--- config.mk ---
export PLATFORM = sky130hd
export DESIGN_NAME = alu_ctrl_mc
export DESIGN_NICKNAME = d
export VERILOG_FILES = /design/src/rtl/alu_ctrl_mc.sv
export SDC_FILE = /design/constraint.sdc
export NUM_CORES = 1
export LEC_CHECK = 0
export CAP_MARGIN = 0
export CORE_MARGIN = 2
export CORE_UTILIZATION = 45
export CTS_CLUSTER_SIZE = 40
export DETAILED_ROUTE_END_ITERATION = 7
export PLACE_DENSITY = 0.84
export SYNTH_ARGS = -nofsm -noshare
export SYNTH_HDL_FRONTEND = slang
export SYNTH_SLANG_ARGS = --single-unit
--- constraint.sdc ---
create_clock -name clk_i -period 3.2 [get_ports clk_i]
set_clock_uncertainty 0.05 [all_clocks]
set_input_delay 0.32 -clock clk_i [delete_from_list [all_inputs] [get_ports clk_i]]
set_output_delay 0.32 -clock clk_i [all_outputs]
set_load 0.01 [all_outputs]
--- src/rtl/alu_ctrl_mc.sv ---
// rtl/alu_ctrl_mc.sv - EX-stage ALU control decoder with multi-cycle mul/div sequencer
// Decodes ALUOp/funct into the ALU opcode and stalls the pipeline while mul/div runs.
module alu_ctrl_mc #(
  parameter int MUL_LAT = 4,
  parameter int DIV_LAT = 16,
  parameter int CTRL_W  = 4
) (
  input  logic              clk_i,
  input  logic              rst_i,
  input  logic              valid_i,
  input  logic              flush_i,
  input  logic [5:0]        funct_i,
  input  logic [2:0]        ALUOp_i,
  output logic [CTRL_W-1:0] ALUCtrl_o,
  output logic              illegal_o,
  output logic              mc_start_o,
  output logic              mc_op_o,
  output logic              stall_o,
  output logic              busy_o,
  output logic              done_o
);

  localparam int MAX_LAT = (MUL_LAT > DIV_LAT) ? MUL_LAT : DIV_LAT;
  localparam int CNT_W   = $clog2(MAX_LAT + 1);
  localparam logic [CNT_W-1:0] MUL_INIT = CNT_W'(MUL_LAT - 1);
  localparam logic [CNT_W-1:0] DIV_INIT = CNT_W'(DIV_LAT - 1);

  typedef enum logic [1:0] {S_IDLE, S_RUN, S_DONE} state_t;

  state_t           state_q, state_d;
  logic [CNT_W-1:0] cnt_q, cnt_d;
  logic             mc_op_q, mc_op_d;

  logic [3:0] ctrl;
  logic       unknown_funct;
  logic       is_mc;
  logic       start;

  always_comb begin
    ctrl          = 4'b0010;
    unknown_funct = 1'b0;
    unique case (ALUOp_i)
      3'b000: ctrl = 4'b0010;
      3'b001: ctrl = 4'b0111;
      3'b100: ctrl = 4'b0110;
      3'b010: begin
        unique case (funct_i)
          6'b100000, 6'b001000: ctrl = 4'b0010;
          6'b100010: ctrl = 4'b0110;
          6'b100100: ctrl = 4'b0000;
          6'b100101: ctrl = 4'b0001;
          6'b100111: ctrl = 4'b1100;
          6'b101010: ctrl = 4'b0111;
          6'b011000: ctrl = 4'b1000;
          6'b011010: ctrl = 4'b1001;
          default: begin
            ctrl          = 4'b0010;
            unknown_funct = 1'b1;
          end
        endcase
      end
      default: ctrl = 4'b0010;
    endcase
  end

  assign ALUCtrl_o = CTRL_W'(ctrl);
  assign illegal_o = unknown_funct & valid_i;
  assign is_mc     = (ALUOp_i == 3'b010) && ((funct_i == 6'b011000) || (funct_i == 6'b011010));
  assign start     = (state_q == S_IDLE) && valid_i && is_mc && !flush_i;

  always_comb begin
    state_d = state_q;
    cnt_d   = cnt_q;
    mc_op_d = mc_op_q;
    unique case (state_q)
      S_IDLE: begin
        if (start) begin
          mc_op_d = funct_i[1];
          cnt_d   = funct_i[1] ? DIV_INIT : MUL_INIT;
          // A single-cycle op skips RUN and finishes on the next edge.
          if (funct_i[1] ? (DIV_LAT > 1) : (MUL_LAT > 1)) state_d = S_RUN;
          else state_d = S_DONE;
        end
      end
      S_RUN: begin
        cnt_d = cnt_q - 1'b1;
        if (cnt_q == CNT_W'(1)) state_d = S_DONE;
      end
      S_DONE:  state_d = S_IDLE;
      default: state_d = S_IDLE;
    endcase
    if (flush_i) begin
      state_d = S_IDLE;
      cnt_d   = '0;
    end
  end

  always_ff @(posedge clk_i or posedge rst_i) begin
    if (rst_i) begin
      state_q <= S_IDLE;
      cnt_q   <= '0;
      mc_op_q <= 1'b0;
    end else begin
      state_q <= state_d;
      cnt_q   <= cnt_d;
      mc_op_q <= mc_op_d;
    end
  end

  assign mc_start_o = start;
  assign stall_o    = start || ((state_q == S_RUN) && !flush_i);
  assign busy_o     = (state_q != S_IDLE);
  assign done_o     = (state_q == S_DONE) && !flush_i;
  assign mc_op_o    = mc_op_q;

endmodule

## Word-level counts from Yosys, hierarchy flattened

Cells that the tools add are included.

| operators by class | value |
|---|---|
| multiplexer cells | 12 |
| bitwise gates (word level) | 1 |
| $mul | 0 |
| reduce and logical (&&, ||, !) cells | 16 |
| order comparisons | 0 |
| divide/modulo/power cells | 0 |
| eq/ne operators | 17 |
| add/sub/neg operators | 1 |
| shift-type cells | 0 |

Operators with widths:

| kind | count |
|---|---|
| $eq 6x6->1 const B | 6 |
| $pmux 4 s7 | 1 |
| $eq 6x5->1 const B | 2 |
| $pmux 4 s3 | 1 |
| $mux 5 | 2 |
| $pmux 5 s2 | 1 |
| $reduce_or 9->1 | 1 |
| $eq 6x4->1 const B | 1 |
| $logic_and 1x1->1 | 6 |
| $mux 2 | 3 |
| $ne 3x3->1 const B | 2 |
| $reduce_and 2->1 | 3 |
| $eq 5x1->1 const B | 1 |
| $sub 5x1->5 const B | 1 |
| $mux 4 | 1 |
| $pmux 2 s2 | 1 |
| $eq 3x1->1 const B | 1 |
| $eq 3x2->1 const B | 1 |
| $eq 3x3->1 const B | 1 |
| $reduce_bool 3->1 | 1 |
| $eq 2x1->1 const B | 1 |
| $eq 2x2->1 const B | 1 |
| $logic_not 2->1 | 1 |
| $logic_or 1x1->1 | 2 |
| other kinds (4) | 5 |

| word-level totals | value |
|---|---|
| RAM bits | 0 |
| word-level logic and storage cells | 50 |
| bits in registers | 8 |
| bits in latches | 0 |
| bits in read-only memories | 0 |
| memories kept | 0 |

## Logic depth before layout (Yosys ltp)

| depth | value |
|---|---|
| word-level depth | 8 |
| depth in mapped cells | 6 |
| mapped depth without buffers | 6 |

## Worst setup path before layout

No wires, ideal clock.

| path | value |
|---|---|
| path kind | input-to-output |
| from | in funct_i[1] |
| to | out ALUCtrl_o[3] |
| data arrival time | 1.153 ns |
| path slack | 1.677 ns |
| stages on the path | 4 |
| buffers on the path | 1 |
| required time | 2.830 ns |
| cells stage by stage | clkbuf_1 -> and3b_1 -> a22oi_1 -> nor3b_1 |

| between the ends | value |
|---|---|
| word-level cells in the longest chain between the ends | 3 |
| elaborated cells between the ends (all ways) | 9 |
| classes of those cells | 7 x eq/ne; 2 x mux |

RTL lines:

| item | RTL line | RTL |
|---|---|---|
| from (decl) | 12 | `input logic [5:0] funct_i,` |
| $eq 6x5->1 / $eq 6x6->1 (equally long branches) | 47 | `unique case (funct_i)` |
| $pmux 4 s7 * | 47 |  |
| $pmux 4 s3 * | 42 | `unique case (ALUOp_i)` |
| to (decl) | 14 | `output logic [CTRL_W-1:0] ALUCtrl_o,` |

Every way passes the cells marked *; elsewhere a longest branch is shown, timed or not.

## Worst setup path after layout

| path | value |
|---|---|
| from | in funct_i[1] |
| to | out ALUCtrl_o[2] |

Same word-level chain as after synthesis.

==> results.tsv <==
metric	value	unit
number of maximum-capacitance violations	0	
Hold WS	265	ps
htree depth	1	
pwr/cell area	235	mW/mm^2
Critical Path End Type	primary output	
WL/cell	13.8	microns
Req. time, crit path	2830	ps
Rows	14	
setup tns final	0	ps
warnings from Yosys	0	
vias in the first global route	677	
worst reg2reg path depth	6	
Seq/Total Area, Yosys	26.8	%
Post-Synthesis Cells	87	
Clock Sinks	8	
dpl cells	121	
CP Cell Sequence	clkdlybuf4s50_1, and3b_1, nand2_1, o21ai_0, o21a_1, clkdlybuf4s50_1	
# diodes	0	
Mapped Avg Cell Area	8.57	sq um
largest net degree at the start of global routing	12	
cell mode on critical path	clkdlybuf4s50_1	
Die W	44.7	microns
post-CTS setup buffers	0	
top post-synthesis cells by area	dfrtp_1 (27%), o21ai_0 (4.0%), inv_1 (4.0%)	
starting density of the core	48.9	%
Residual DRC	0	
initial antenna violation count	0	
CTS Buf Count	3	
Mapped Area	746	sq um
status	finished clean	
CTS max path bufs	2	
worst min-delay path category	input pin to asynchronous set/reset pin	
Worst Tran Pin Value	414	ps
Layout Nets	125	
Port Buffers	22	
total core area	0.00152	sq mm
Critical Path Fanout Max	9	
Syn Nets	102	
Crit path arrival time	2120	ps
Root Buffer	clkbuf_4	
EDFF count, synth	0	
CP startpoint kind	input pin	
Max-slew headroom	72.0	%
cts repair resizes	0	
via count	741	
kind of critical path	input pin to primary output	
final hold viol count	0	
GRT Overall Usage	19.5	%
Hold Buf Count CTS	0	
asr flop ratio synth	100	%
initial DRC count	22	
Syn-to-layout area delta	32.7	%
unrepaired setup endpoints after global routing	false	
critical path's slowest cell	clkdlybuf4s50_1	
Fillers	134	
GR Overflow Total	0	
ratio of cells with drive above 1 in the final layout	8.33	%
CTS tree	built	
Synth Register Bits	8	
Top Ports	23	
Routed WL	1710	microns
hpwl dp	1370	microns
global-route wire length before repair	2930	microns
Final min period	2490	ps
largest area contributor in the netlist	dfrtp_1	
f_max	0.402	GHz
die area	0.00200	sq mm
period utilization	77.8	%
synth cell count leaders	dfrtp_1 (8), inv_1 (8), o21ai_0 (6)	
Setup-failing EPs final	0	
Pre-Repair DR Iteration Count	4	
Clock Latency Late Sink	250	ps
post-synth top area share	26.8	%
CP peak stage delay	630	ps
Peak VDD IR	0.302	mV
P_leak	0.413	nW
Synth Flop Type	dfrtp_1	
Layout Cells excl Fill	124	
routability congestion estimate	0.768	
Max Slew Vio Count	0	
Vias/cell	5.98	
remaining antenna violation count after routing	0	
number of distinct library cells after synthesis	38	
Die Ht	44.7	microns
clock-pin slew on the worst setup and hold paths	60	ps
post-layout util	64.9	%
metrics by stage:
stage               setup WS, ps  area, sq um  total power (W)
floorplan                   1680          746         0.000129
global placement             708          967         0.000156
detailed placement           721          967         0.000158
CTS                          710          990         0.000237
global route                 610          990         0.000248
finish                       711          990         0.000232
worst paths after layout:
kind | to | slack [ps] | start
max | ALUCtrl_o[2] | 710 | funct_i[1]
min | cnt_q[4]$_DFFE_PP0P_ | 270 | rst_i
max reg2reg | cnt_q[2]$_DFFE_PP0P_ | 1700 | cnt_q[0]$_DFFE_PP0P_
max in group asynchronous | cnt_q[0]$_DFFE_PP0P_ | 2590 | rst_i
min reg2reg | mc_op_o$_DFFE_PP0P_ | 460 | mc_op_o$_DFFE_PP0P_
min in group clk_i | mc_op_o$_DFFE_PP0P_ | 460 | mc_op_o$_DFFE_PP0P_
layer usage:
| layer | share of wire [%] | vias up | global-route usage [%] |
|---|---|---|---|
| met3 | 6.1 | 0 | 6.00 |
| li1 | - | 362 | - |
| met5 | 0 | - | 0 |
| met1 | 46 | 347 | 26.9 |
| met4 | 0 | 0 | 1.82 |
| met2 | 48 | 32 | 31.0 |
report_power, final:
part           internal, W  switching [W]  leakage [nW]
Sequential        0.000102    0.000000476         0.112
Combinational    0.0000283      0.0000256         0.287
Clock            0.0000429      0.0000333        0.0138
Total             0.000173      0.0000594         0.413
flip-flops by register name, indices dropped and copies added, names as in the netlist:
signal,flops
cnt_q,5
mc_op_o,1
state_q,2
area by class of cell:
type	instances	area (sq um)	area share, %
sequential	8	200	20.2
clock buffer	3	22.5	2.28
timing repair buffer	22	220	22.3
multi-input combinational	67	497	50.2
inverter	8	30.0	3.03
tap	16	20.0	2.02
critical path: cells and delay by family:
family	cells	cell delay [ps]
AND/OR/NAND/NOR	2	360
buffers and inverters	2	1170
AO/OA/AOI/OAI	2	270
cells by family (layout without fill, tap and decap cells):
| group | after synthesis | after routing | synth area share, % |
|---|---|---|---|
| AO/OA/AOI/OAI | 22 | 22 | 19.5 |
| adder cells (fa/ha/maj) | 2 | 2 | 3.36 |
| XOR/XNOR | 2 | 2 | 2.35 |
| flip-flops | 8 | 8 | 26.8 |
| AND/OR/NAND/NOR | 38 | 38 | 37.3 |
| multiplexers | 3 | 3 | 4.19 |
| buffers and inverters | 12 | 33 | 6.54 |
cell usage in the layout (no fill, tap or decap):
cell             instances
o21a_1                   4
nand3_4                  1
and3b_1                  1
nor4_4                   1
and2_1                   1
and4bb_4                 1
nand3b_1                 2
nor2_8                   1
and3b_2                  1
o21bai_1                 1
o21ai_0                  6
nand2_1                  4
ha_1                     2
nand2b_1                 2
clkdlybuf4s50_1         22
and2b_1                  1
a221oi_1                 2
xor2_1                   2
nand4b_1                 1
or2b_1                   1
mux2_1                   1
nor3_1                   4
a31oi_1                  3
a22oi_1                  1
o311a_1                  1
clkbuf_4                 3
or2_2                    1
nor2_1                   5
dfrtp_1                  8
nor3b_1                  2
o41ai_1                  1
and4_1                   1
a21oi_1                  3
nand3_1                  4
inv_1                    8
mux2i_1                  2
nor2b_1                  2
and4b_1                  1
Note: power is estimated with default switching activity, not from simulation.
